$ cat config.mk
export PLATFORM = sky130hd
export DESIGN_NAME = ws_frame_sched_flat
export DESIGN_NICKNAME = d
export VERILOG_FILES = /design/src/rtl/ws_pkg.sv /design/src/rtl/ws_frame_sched_if.sv /design/src/rtl/ws_gap_timer.sv /design/src/rtl/ws_frame_sched.sv /design/src/flat_wrapper.sv
export SDC_FILE = /design/constraint.sdc
export NUM_CORES = 1
export LEC_CHECK = 0
export BUFFER_PORTS_ARGS = -buffer_cell sky130_fd_sc_hd__buf_2
export CORE_ASPECT_RATIO = 0.9
export CORE_MARGIN = 2
export CORE_UTILIZATION = 35
export CTS_BUF_LIST = sky130_fd_sc_hd__clkbuf_8
export DETAILED_ROUTE_END_ITERATION = 6
export PLACE_DENSITY = 0.58
export SYNTH_ARGS = -nofsm -noshare
export SYNTH_HDL_FRONTEND = slang
export SYNTH_HIERARCHICAL = 1
export SYNTH_SLANG_ARGS = --single-unit
$ cat constraint.sdc
create_clock -name clk -period 1.47 [get_ports clk]
set_input_delay 0.2205 -clock clk [delete_from_list [all_inputs] [get_ports clk]]
set_output_delay 0.2205 -clock clk [all_outputs]
set_load 0.02 [all_outputs]
$ cat src/rtl/ws_pkg.sv
// Shared types and constants for the WS2812 frame scheduler.
package ws_pkg;

    typedef enum logic [1:0] {
        IDLE  = 2'd0,
        SEND  = 2'd1,
        DRAIN = 2'd2,
        LATCH = 2'd3
    } ws_state_e;

    localparam int NUM_PIX = 16;

    typedef logic [23:0] ws_grb_t;

    localparam ws_grb_t ON_GRB_DEF  = 24'h00_20_00;
    localparam ws_grb_t OFF_GRB_DEF = 24'h00_00_00;

endpackage

$ cat src/rtl/ws_frame_sched_if.sv
// Pixel stream between the frame scheduler (master) and the bit-serial driver (slave).
interface ws_frame_sched_if;
    import ws_pkg::*;

    ws_grb_t pix_data;
    logic    pix_valid;
    logic    pix_ready;
    logic    drv_idle;

    modport master (output pix_data, output pix_valid, input pix_ready, input drv_idle);
    modport slave  (input pix_data, input pix_valid, output pix_ready, output drv_idle);

endinterface

$ cat src/rtl/ws_gap_timer.sv
// Latch-gap timer: cleared by load, counts while enabled, flags the last gap cycle.
module ws_gap_timer #(
    parameter int LATCH_CYCLES = 600
) (
    input  logic clk,
    input  logic rst_n,
    input  logic load_i,
    input  logic en_i,
    output logic expire_o
);
    localparam int CW = (LATCH_CYCLES > 2) ? $clog2(LATCH_CYCLES) : 1;

    logic [CW-1:0] cnt_q, cnt_d;

    assign expire_o = (cnt_q == CW'(LATCH_CYCLES - 1));

    // Next count: restart on load, advance while enabled, fall back to 0 on expiry.
    always_comb begin
        cnt_d = cnt_q;
        if (load_i) begin
            cnt_d = '0;
        end else if (en_i) begin
            cnt_d = expire_o ? '0 : cnt_q + 1'b1;
        end
    end

    // Counter register with synchronous reset.
    always_ff @(posedge clk) begin
        if (!rst_n) cnt_q <= '0;
        else        cnt_q <= cnt_d;
    end

endmodule

$ cat src/rtl/ws_frame_sched.sv
// Frame scheduler: snapshots four BCD digits on update and streams 16 GRB pixels,
// then waits for the driver to drain and holds the latch gap before the next frame.
//
//  state | meaning
//  IDLE  | no frame; start on update or pending
//  SEND  | presenting pixel idx_q, advance on each transfer
//  DRAIN | all 16 words accepted, waiting for drv_idle
//  LATCH | holding the line low for LATCH_CYCLES cycles
module ws_frame_sched
    import ws_pkg::*;
#(
    parameter ws_grb_t ON_GRB       = ON_GRB_DEF,
    parameter ws_grb_t OFF_GRB      = OFF_GRB_DEF,
    parameter int      LATCH_CYCLES = 600
) (
    input  logic              clk,
    input  logic              rst_n,
    input  logic              update,
    input  logic [3:0]        h1,
    input  logic [3:0]        h0,
    input  logic [3:0]        m1,
    input  logic [3:0]        m0,
    output logic              busy,
    output logic              frame_done,
    ws_frame_sched_if.master  pix
);
    ws_state_e   state_q, state_d;
    logic [3:0]  idx_q, idx_d;
    logic [15:0] snap_q, snap_d;
    logic        pending_q, pending_d;
    logic        frame_done_q, frame_done_d;
    logic        gap_load;
    logic        gap_expire;

    ws_gap_timer #(.LATCH_CYCLES(LATCH_CYCLES)) u_gap (
        .clk      (clk),
        .rst_n    (rst_n),
        .load_i   (gap_load),
        .en_i     (state_q == LATCH),
        .expire_o (gap_expire)
    );

    // Next-state, snapshot, index and pending-flag logic.
    always_comb begin
        state_d      = state_q;
        idx_d        = idx_q;
        snap_d       = snap_q;
        pending_d    = pending_q;
        frame_done_d = 1'b0;
        gap_load     = 1'b0;

        // Strobes while a frame is in flight collapse into one deferred start.
        if (update && (state_q != IDLE)) pending_d = 1'b1;

        case (state_q)
            IDLE: begin
                if (update || pending_q) begin
                    state_d   = SEND;
                    // Column c occupies bits [4c+3:4c], so pixel i maps to snap[i].
                    snap_d    = {m0, m1, h0, h1};
                    idx_d     = 4'd0;
                    pending_d = 1'b0;
                end
            end
            SEND: begin
                if (pix.pix_ready) begin
                    if (idx_q == 4'(NUM_PIX - 1)) begin
                        state_d = DRAIN;
                        idx_d   = 4'd0;
                    end else begin
                        idx_d = idx_q + 4'd1;
                    end
                end
            end
            DRAIN: begin
                if (pix.drv_idle) begin
                    state_d  = LATCH;
                    gap_load = 1'b1;
                end
            end
            LATCH: begin
                if (gap_expire) begin
                    state_d      = IDLE;
                    frame_done_d = 1'b1;
                end
            end
            default: state_d = IDLE;
        endcase
    end

    // State and datapath registers with synchronous reset.
    always_ff @(posedge clk) begin
        if (!rst_n) begin
            state_q      <= IDLE;
            idx_q        <= 4'd0;
            snap_q       <= 16'd0;
            pending_q    <= 1'b0;
            frame_done_q <= 1'b0;
        end else begin
            state_q      <= state_d;
            idx_q        <= idx_d;
            snap_q       <= snap_d;
            pending_q    <= pending_d;
            frame_done_q <= frame_done_d;
        end
    end

    assign pix.pix_valid = (state_q == SEND);
    assign pix.pix_data  = ((state_q == SEND) && snap_q[idx_q]) ? ON_GRB : OFF_GRB;
    assign busy          = (state_q != IDLE);
    assign frame_done    = frame_done_q;

endmodule

$ cat src/flat_wrapper.sv
// flat-port wrapper written by rule: the top's interface ports become plain ports
module ws_frame_sched_flat import ws_pkg::*;
#(
    parameter ws_grb_t ON_GRB       = ON_GRB_DEF,
    parameter ws_grb_t OFF_GRB      = OFF_GRB_DEF,
    parameter int      LATCH_CYCLES = 600
)
  (clk, rst_n, update, h1, h0, m1, m0, busy, frame_done, pix_pix_data, pix_pix_valid, pix_pix_ready, pix_drv_idle);
  ws_frame_sched_if pix_i ();
  input  logic clk;
  input  logic rst_n;
  input  logic update;
  input  logic [3:0] h1;
  input  logic [3:0] h0;
  input  logic [3:0] m1;
  input  logic [3:0] m0;
  output logic busy;
  output logic frame_done;
  output wire logic [$bits(pix_i.pix_data)-1:0] pix_pix_data;
  output wire logic [$bits(pix_i.pix_valid)-1:0] pix_pix_valid;
  input wire logic [$bits(pix_i.pix_ready)-1:0] pix_pix_ready;
  input wire logic [$bits(pix_i.drv_idle)-1:0] pix_drv_idle;
  assign pix_pix_data = pix_i.pix_data;
  assign pix_pix_valid = pix_i.pix_valid;
  assign pix_i.pix_ready = pix_pix_ready;
  assign pix_i.drv_idle = pix_drv_idle;
  ws_frame_sched #(.ON_GRB(ON_GRB), .OFF_GRB(OFF_GRB), .LATCH_CYCLES(LATCH_CYCLES)) u_core (.clk(clk), .rst_n(rst_n), .update(update), .h1(h1), .h0(h0), .m1(m1), .m0(m0), .busy(busy), .frame_done(frame_done), .pix(pix_i));
endmodule
==> qor.yml, run 1 <==
outcome:
  outcome: "finished, violations left"
  failed_checks: "negative setup slack"
yosys:
  synth_cell_types: 51
  syn_area_um2: 1920
  async_flop_share_pct: 0
  synth-edff-count: 0
  synthFlopType: "dfxtp_1"
  yosys_warnings: 6
  synth-seq-cells: 34
  ys_seq_area_share_pct: 35.5
  syn_area_per_cell_um2: 8.75
  synthCells: 219
clock_network:
  cts_sinks: 34
  numCtsBuffers: 5
  cts.htree.levels: 2
  cts_tree: "built"
  clk_pin_slew_ps: 70
  cts_hold_buf: 0
  cts_buffer_depth: 2
  clk_latency_ps: 280
  cts_root_buf: "clkbuf_8"
routing:
  dr.pass1.iters: 4
  drtIter0Drc: 92
  drcViolationCount: 0
  vias_per_cell: 4.73
  wl_per_cell_um: 12.4
  dr_total_vias: 1627
  ant_nets: 0
  wl_um: 4280
floorplan:
  die_area_um2: 6090
  initial_core_util_pct: 36.5
  rows: 25
  die_h_um: 74.2
  io_pins: 48
  core_area_um2: 5260
  die_w_um: 82.0
placement:
  dp_hpwl_um: 2870
  port_buffers: 24
  gp_congestion: 0.753
  dp_cells: 323
power:
  powerDensity_nw_per_um2: 1460
  p_leak_nw: 1.07
  ir_worst_vdd_mv: 0.665
critical_path:
  arrival_ps: 1630
  end_kind: "output port"
  crit_buf_inv: 1
  cp_cell_sequence: "mux4_2 > a2bb2oi_2 > nand3_1 > a21boi_2 > buf_6"
  reg2regPathDepth: 8
  slowest_delay_ps: 520
  path_class: "reg2out"
  crit_slowest_cell: "mux4_2"
  crit_fanout: 4
  path_delay_family: "multiplexers"
  crit_required_ps: 1250
  cp_num_cells: 5
  start_kind: "flip-flop"
global_routing:
  grt_pass1_vias: 1399
  track_usage_pct: 14.0
  grt_max_degree: 17
  grt_overflow: 0
  grt_pass1_wl_um: 6530
  antenna_found_initial: 0
timing:
  finalHoldViolations: 0
  rsz0062_at_grt: "true"
  final.setup.worst_slack_ps: -380
  period_minus_slack_ps: 1850
  fin_crit_sh_pct: 126
  tns_ps: -544
  skew_ps: 4.32
  clock.fmax_mhz: 541
  worst_hold_slack_ps: 165
  setup_viol: 5
  slew_violations: 0
final_layout:
  final_cell_mix: "42 x nand2_1, 30 x dfxtp_1, 30 x buf_4, 23 x conb_1, 21 x buf_2"
  drive_gt1_share_pct: 40.8
  final_common_cell: "nand2_1"
  areaGrowthSynthToFinish_pct: 37.5
  final_cells: 344
  diodes: 0
  final_nets: 304
run:
  drv_cap: 0
min_path:
  holdPathStages: 3
  hold_class: "in2reg"
-- routing by layer --
metal | vias up | wire length (um) | GRT usage (%)
li1 | 828 | - | -
met1 | 757 | 2040 | 19.3
met2 | 37 | 1980 | 20.6
met3 | 5 | 190 | 4.25
met4 | 0 | 64 | 5.00
met5 | - | 0 | 0
-- area by class of cell --
cell class / instances / area, um2
clock buffer: 6 / 82.6
timing repair buffer: 61 / 460
multi-input combinational: 169 / 1250
tap: 67 / 83.8
clock inverter: 1 / 30.0
inverter: 6 / 30.0
sequential: 34 / 696
fill: 474 / 2620
-- cell usage after synthesis (all sizes together), types with 2 or more instances --
master	number	share of area, %
a21oi	7	2.0
a21boi	17	6.7
nor3b	2	1.0
clkbuf	3	0.59
or3	3	1.1
dfxtp	34	36
inv	6	1.2
a2bb2oi	2	0.91
buf	30	12
o21ai	7	1.8
and2	2	0.65
and3	3	1.0
nor2	10	2.5
nand2b	2	0.65
mux4	2	2.3
nor2b	4	1.3
nand2	43	8.4
ha	6	3.9
xor2	3	1.4
nand4	4	2.4
nand3	6	1.6
mux2i	7	3.7
-- power breakdown --
| group | internal [mW] | switching [mW] |
|---|---|---|
| sequential | 1.07 | 0.111 |
| clock | 0.542 | 0.333 |
| combinational | 0.923 | 0.862 |
-- registers in the layout, summed over array words and instances, names as in the netlist --
signal and count:
u_core/snap_q 16, u_core/u_gap/cnt_q 10, u_core/idx_q 4, u_core/state_q 2
u_core/frame_done 1, u_core/pending_q 1
-- tightest hold or removal path, delay by kind of cell --
kind | cells | cell delay (ps)
buffers and inverters | 1 | 90
AOI/OAI and AO/OA | 1 | 50
and+or+nand+nor | 1 | 40
-- timing repair --
action,in CTS,in global routing
hold endpoints to repair,0,0
setup endpoints to repair,17,18
buffers inserted,6,8
pin swaps,9,12
resized for setup,24,24
cloned,0,1
-- per-stage QoR --
step	instance area, um2	setup WS [ps]	power (mW)	util [%]
after global routing	2640	-442	4.07	50.1
final	2640	-380	3.84	50.1
after global placement	2220	-70.6	2.54	42.3
after CTS	2450	-384	3.70	46.7
after detailed placement	2220	-114	2.57	42.3
after floorplan	2050	-6.33	2.14	-
-- worst paths after layout --
| check | startpoint | to | slack [ps] |
|---|---|---|---|
| worst min register to register | u_core/snap_q[0]$_SDFFE_PN0P_ | u_core/snap_q[0]$_SDFFE_PN0P_ | 460 |
| worst min-delay path | h1[0] | u_core/snap_q[0]$_SDFFE_PN0P_ | 160 |
| worst max register to register | u_core/state_q[0]$_SDFFE_PN0P_ | u_core/idx_q[0]$_SDFFE_PN0P_ | -80 |
| worst max-delay path | u_core/idx_q[0]$_SDFFE_PN0P_ | pix_pix_data[13] | -380 |
-- kinds of logic (layout without fill, tap and decap cells) --
family | count (synthesis) | after routing | share of synthesized area (%)
buffers and inverters | 39 | 74 | 13.3
XOR/XNOR | 4 | 4 | 1.83
adder cells (fa/ha/maj) | 6 | 6 | 3.92
AND/OR/NAND/NOR | 83 | 83 | 23.0
other | 1 | 23 | 0.196
multiplexers | 9 | 9 | 6.01
AO/OA/AOI/OAI | 43 | 44 | 16.3
flip-flops | 34 | 34 | 35.5
Power figures use the tool's default switching activity.
==> run 2, diff against run 1 <==
--- a/config.mk
+++ b/config.mk
@@ -6,12 +6,14 @@
 export NUM_CORES = 1
 export LEC_CHECK = 0
 export BUFFER_PORTS_ARGS = -buffer_cell sky130_fd_sc_hd__buf_2
-export CORE_ASPECT_RATIO = 0.9
+export CELL_PAD_IN_SITES_DETAIL_PLACEMENT = 0
+export CELL_PAD_IN_SITES_GLOBAL_PLACEMENT = 1
+export CORE_ASPECT_RATIO = 0.5
 export CORE_MARGIN = 2
 export CORE_UTILIZATION = 35
 export CTS_BUF_LIST = sky130_fd_sc_hd__clkbuf_8
 export DETAILED_ROUTE_END_ITERATION = 6
-export PLACE_DENSITY = 0.58
+export PLACE_DENSITY = 0.74
 export SYNTH_ARGS = -nofsm -noshare
 export SYNTH_HDL_FRONTEND = slang
 export SYNTH_HIERARCHICAL = 1
==> run 2 against run 1 <==
The run still ends with negative setup slack left. Core utilization is 1.1 points higher. Register-to-register slack improved by 90 ps. Cell count is the same. Sequential power hardly changed. Total power shrank 0.64%. Critical path type unchanged.
==> qor.yml, run 2 (same netlist as run 1, synthesis figures left out) <==
timing:
  period_minus_slack_ps: 1820
  final.setup.worst_slack_ps: -349
  skew_ps: 4.60
  finalHoldViolations: 0
  fin_crit_sh_pct: 124
  slew_violations: 0
  clock.fmax_mhz: 550
  setup_viol: 1
  rsz0062_at_grt: "true"
routing:
  drcViolationCount: 0
  vias_per_cell: 4.66
  wl_per_cell_um: 11.3
  wl_um: 3880
  dr_total_vias: 1602
  ant_nets: 0
  dr.pass1.iters: 4
  drtIter0Drc: 24
final_layout:
  reg_top3: "u_core/snap_q x16, u_core/u_gap/cnt_q x10, u_core/idx_q x4"
  fillers: 485
  final_cell_mix: "42 x nand2_1, 30 x dfxtp_1, 25 x buf_4, 23 x conb_1, 21 x buf_2"
  largest_register_ffs: 16
  diodes: 0
  top_register: "u_core/snap_q"
  areaGrowthSynthToFinish_pct: 36.0
  drive_gt1_share_pct: 39.1
  final_common_cell: "nand2_1"
  fin_util_pct: 51.2
  final_nets: 300
outcome:
  outcome: "finished, violations left"
  failed_checks: "negative setup slack"
min_path:
  holdPathStages: 3
  hold_class: "in2reg"
placement:
  gp_congestion: 0.735
  port_buffers: 24
  place_ws_ps: -97.9
  dp_hpwl_um: 2760
floorplan:
  die_w_um: 109
  initial_core_util_pct: 37.7
  core_area_um2: 5090
  io_pins: 48
  die_h_um: 56.3
  rows: 18
  die_area_um2: 6120
power:
  p_int_mw: 2.54
  p_clk_share_pct: 21.7
  p_switching_mw: 1.28
  pwr-share-comb_pct: 47.3
  switching_share_pct: 33.5
  p_leak_nw: 1.06
  totalPowerFinal_mw: 3.82
  pwr-share-seq_pct: 31.0
  ir_worst_vdd_mv: 0.713
  powerDensity_nw_per_um2: 1460
critical_path:
  end_kind: "output port"
  path_class: "reg2out"
  path_delay_family: "multiplexers"
  crit-reg2reg-capture: "u_core/u_gap/cnt_q[8]$_SDFFE_PP0P_"
  crit_slowest_cell: "mux4_2"
  r2r_slack_ps: 10
  slowest_delay_ps: 510
  arrival_ps: 1600
  reg2regPathDepth: 5
  start_kind: "flip-flop"
  cp-endpoint: "pix_pix_data[13]"
  cp_cell_sequence: "mux4_2 > a2bb2oi_2 > nand3_1 > a21boi_2 > buf_6"
  crit_buf_inv: 1
  crit_fanout: 4
  cp_num_cells: 5
  cp-startpoint: "u_core/idx_q[0]$_SDFFE_PN0P_"
  r2r-start: "u_core/state_q[0]$_SDFFE_PN0P_"
  crit_required_ps: 1250
clock_network:
  clk_latency_ps: 290
  cts_tree: "built"
  cts.htree.levels: 2
  clk_pin_slew_ps: 70
  cts_sinks: 34
  cts_root_buf: "clkbuf_8"
  cts_buffer_depth: 2
  numCtsBuffers: 5
  cts_hold_buf: 0
global_routing:
  grt_pass1_vias: 1425
  grt_overflow: 0
  track_usage_pct: 13.3
  antenna_found_initial: 0
  grt_pass1_wl_um: 6310
  grt_max_degree: 17
run:
  drv_cap: 0
run 2: changes by cell type in the layout (fill, tap and decap cells not counted), sizes merged:
cell and delta:
clkbuf -1, buf -4, inv +2
run 2: worst register-to-register path, stage by stage, from the launching register on:
cell and delay [ps]:
dfxtp_4 390, buf_6 110, ha_4 160, nand3_4 80, or4b_4 530, a21oi_2 120
run 2: cell type report:
type | instances | area, um2 | share of cell area [%]
multi-input combinational | 169 | 1260 | 48.2
sequential | 34 | 693 | 26.6
timing repair buffer | 57 | 434 | 16.7
tap | 70 | 87.6 | 3.36
clock buffer | 5 | 68.8 | 2.64
clock inverter | 3 | 37.5 | 1.44
inverter | 6 | 30.0 | 1.15
run 2: timing repair:
action / CTS / global route
hold endpoints to repair: 0 / 0
pin swaps: 7 / 9
setup endpoints to repair: 17 / 24
cloned: 0 / 1
buffers inserted: 6 / 5
resized for setup: 19 / 29
run 2: how the worst min path moves through the flow:
stage / startpoint / to / slack (ps)
2_1_floorplan: h1[0] / u_core/snap_q[0]$_SDFFE_PN0P_ / 360
3_3_place_gp: u_core/snap_q[15]$_SDFFE_PN0P_ / u_core/snap_q[15]$_SDFFE_PN0P_ / 450
3_5_place_dp: u_core/snap_q[8]$_SDFFE_PN0P_ / u_core/snap_q[8]$_SDFFE_PN0P_ / 460
4_1_cts: h1[0] / u_core/snap_q[0]$_SDFFE_PN0P_ / 160
5_1_grt: m0[0] / u_core/snap_q[12]$_SDFFE_PN0P_ / 160
6_report: h1[0] / u_core/snap_q[0]$_SDFFE_PN0P_ / 170
run 2: metal layers:
metal,GRT usage (%),share of wire (%)
met1,15.3,46
met2,22.1,49
met3,5.69,4.0
met4,4.95,1.5
met5,0,0
run 2: per-stage QoR:
| step | hold slack [ps] | instance area (um2) | setup TNS (ps) | std cells |
|---|---|---|---|---|
| final | 166 | 2610 | -349 | 344 |
| after CTS | 156 | 2430 | -388 | 339 |
| after global routing | 157 | 2610 | -722 | 344 |
| after detailed placement | 458 | 2220 | -888 | 325 |
| after global placement | 452 | 2220 | -448 | 325 |
| after floorplan | 355 | 2050 | -12.3 | 241 |
run 2: power by group through the flow:
stage	registers (mW)	clock network (mW)	logic, mW
after CTS	1.18	0.854	1.57
final	1.18	0.829	1.81
after global placement	1.19	0	1.37
after detailed placement	1.19	0	1.39
after global routing	1.20	0.909	1.97
after floorplan	1.16	0	0.972
==> run 3, diff against run 2 <==
--- a/config.mk
+++ b/config.mk
@@ -6,14 +6,13 @@
 export NUM_CORES = 1
 export LEC_CHECK = 0
 export BUFFER_PORTS_ARGS = -buffer_cell sky130_fd_sc_hd__buf_2
-export CELL_PAD_IN_SITES_DETAIL_PLACEMENT = 0
-export CELL_PAD_IN_SITES_GLOBAL_PLACEMENT = 1
 export CORE_ASPECT_RATIO = 0.5
 export CORE_MARGIN = 2
 export CORE_UTILIZATION = 35
 export CTS_BUF_LIST = sky130_fd_sc_hd__clkbuf_8
 export DETAILED_ROUTE_END_ITERATION = 6
-export PLACE_DENSITY = 0.74
+export PLACE_DENSITY = 0.58
+export SKIP_LAST_GASP = 1
 export SYNTH_ARGS = -nofsm -noshare
 export SYNTH_HDL_FRONTEND = slang
 export SYNTH_HIERARCHICAL = 1
==> run 3 against run 2 <==
The run still ends with negative setup slack left. Wire length grew 7.2%. Fmax is 0.34% lower. Clock power is 16% lower. Sequential power about the same. Die area is the same. Total power shrank 6.5%. Cell area down 2.7%. Register-to-register slack worse by 20 ps. Clock skew is 1.6 ps higher. Critical path depth stayed put. Critical path type unchanged.
==> qor.yml, run 3 (same netlist as run 1, synthesis figures left out) <==
outcome:
  outcome: "finished, violations left"
  failed_checks: "negative setup slack"
min_path:
  hold_class: "in2reg"
  holdCritStartpoint: "m0[3]"
  holdPathStages: 3
  holdPathEnd: "u_core/snap_q[15]$_SDFFE_PN0P_"
critical_path:
  arrival_ps: 1610
  cp_cell_sequence: "mux4_2 > a2bb2oi_2 > nand3_1 > a21boi_2 > buf_6"
  crit_fanout: 4
  path_class: "reg2out"
  r2r-start: "u_core/state_q[0]$_SDFFE_PN0P_"
  end_kind: "output port"
  start_kind: "flip-flop"
  crit_buf_inv: 1
  r2r_slack_ps: -10
  crit_slowest_cell: "mux4_2"
  slowest_delay_ps: 510
  reg2regPathDepth: 5
  path_delay_family: "multiplexers"
  crit_required_ps: 1250
  crit-reg2reg-capture: "u_core/u_gap/cnt_q[9]$_SDFFE_PP0P_"
timing:
  skew_ps: 6.17
  slew_violations: 0
  setup_viol: 2
  fin_crit_sh_pct: 124
  clock.fmax_mhz: 548
  finalHoldViolations: 0
  final.setup.worst_slack_ps: -356
  rsz0062_at_grt: "true"
  period_minus_slack_ps: 1830
  worst_hold_slack_ps: 164
clock_network:
  cts_hold_buf: 0
  cts.htree.levels: 2
  cts_sinks: 34
  clk_pin_slew_ps: 80
  clk_latency_ps: 290
  cts_root_buf: "clkbuf_8"
  cts_buffer_depth: 2
  cts_tree: "built"
  numCtsBuffers: 5
final_layout:
  final_cell_mix: "42 x nand2_1, 30 x dfxtp_1, 25 x buf_4, 23 x conb_1, 22 x buf_2"
  drive_gt1_share_pct: 39.1
  final_nets: 297
  fin_util_pct: 49.9
  diodes: 0
  top_register: "u_core/snap_q"
  reg_top3: "u_core/snap_q x16, u_core/u_gap/cnt_q x10, u_core/idx_q x4"
  fillers: 490
  final_common_cell: "nand2_1"
  largest_register_ffs: 16
  areaGrowthSynthToFinish_pct: 32.4
routing:
  drtIter0Drc: 44
  ant_nets: 0
  wl_um: 4160
  drcViolationCount: 0
  dr_wl_met3_um: 163
  wl_per_cell_um: 12.2
  wl_met2_um: 2090
  highest_layer: "met4"
  dr_total_vias: 1601
  m1WireLength_um: 1870
  vias_per_cell: 4.70
  dr.pass1.iters: 4
placement:
  port_buffers: 24
  dp_hpwl_um: 2840
  gp_congestion: 0.770
global_routing:
  grt_overflow: 0
  track_usage_pct: 14.6
  grt_pass1_wl_um: 6980
  antenna_found_initial: 0
  grt_pass1_vias: 1547
  grt_max_degree: 29
power:
  p_clk_share_pct: 19.6
  p_int_mw: 2.27
  powerDensity_nw_per_um2: 1410
  p_switching_mw: 1.30
  pwr-share-comb_pct: 47.3
  pwr-share-seq_pct: 33.1
  ir_worst_vdd_mv: 0.632
  switching_share_pct: 36.4
  p_leak_nw: 1.02
floorplan:
  rows: 18
  die_area_um2: 6120
  die_h_um: 56.3
  core_area_um2: 5090
  initial_core_util_pct: 37.7
  die_w_um: 109
  io_pins: 48
run:
  drv_cap: 0
run 3: changes by cell type in the layout (fill, tap and decap cells not counted), sizes merged:
cell      previous run  this run
buf                 57        54
clkinv               0         2
inv                  8         6
bufinv               1         0
clkinvlp             0         1
run 3: worst min-delay path, cell delays in order:
cell	delay [ps]
buf_2	90
nand2_1	50
a21boi_1	50
run 3: power by group through the flow:
| stage | registers (mW) | logic [mW] | clock network, mW |
|---|---|---|---|
| CTS | 1.18 | 1.57 | 0.720 |
| floorplan | 1.16 | 0.972 | 0 |
| global placement | 1.19 | 1.37 | 0 |
| detailed placement | 1.19 | 1.41 | 0 |
| finish | 1.18 | 1.69 | 0.700 |
| global route | 1.20 | 1.84 | 0.771 |
run 3: worst max-delay path by stage:
stage,startpoint,end,slack [ps],depth (start not counted)
after floorplan,u_core/idx_q[0]$_SDFFE_PN0P_,pix_pix_data[13],-6,5
after global placement,u_core/state_q[0]$_SDFFE_PN0P_,u_core/u_gap/cnt_q[5]$_SDFFE_PP0P_,-50,6
after detailed placement,u_core/state_q[0]$_SDFFE_PN0P_,u_core/u_gap/cnt_q[8]$_SDFFE_PP0P_,-110,6
after CTS,u_core/idx_q[0]$_SDFFE_PN0P_,pix_pix_data[13],-390,5
after global routing,u_core/idx_q[0]$_SDFFE_PN0P_,pix_pix_data[13],-430,5
final,u_core/idx_q[0]$_SDFFE_PN0P_,pix_pix_data[13],-360,5
run 3: per-layer routing:
metal	track usage, %	vias up
met1	16.8	753
met4	4.95	0
met3	3.83	3
met2	26.3	37
li1	-	808
met5	0	-
run 3: area by class of cell:
cell class | count | area [um2] | share of cell area, %
Clock inverter | 3 | 21.3 | 0.838
Timing Repair Buffer | 54 | 394 | 15.5
Clock buffer | 5 | 68.8 | 2.71
Tap cell | 70 | 87.6 | 3.45
Sequential cell | 34 | 693 | 27.3
Inverter | 6 | 30.0 | 1.18
Multi-Input combinational cell | 169 | 1240 | 49.0
run 3: repair_timing:
item,in CTS,in global routing
pin swaps,2,15
cloned,1,0
endpoints found under the setup margin,26,21
resized for setup,17,25
buffers inserted,2,4
run 3: through the flow:
step | instances | power, mW | TNS (ps) | worst slack, ps | area (um2)
2_1_floorplan | 241 | 2.14 | -12.3 | -6.33 | 2050
3_3_place_gp | 326 | 2.56 | -479 | -53.9 | 2220
3_5_place_dp | 326 | 2.60 | -1060 | -111 | 2220
4_1_cts | 337 | 3.47 | -435 | -386 | 2400
5_1_grt | 341 | 3.81 | -580 | -428 | 2540
6_report | 341 | 3.57 | -361 | -356 | 2540
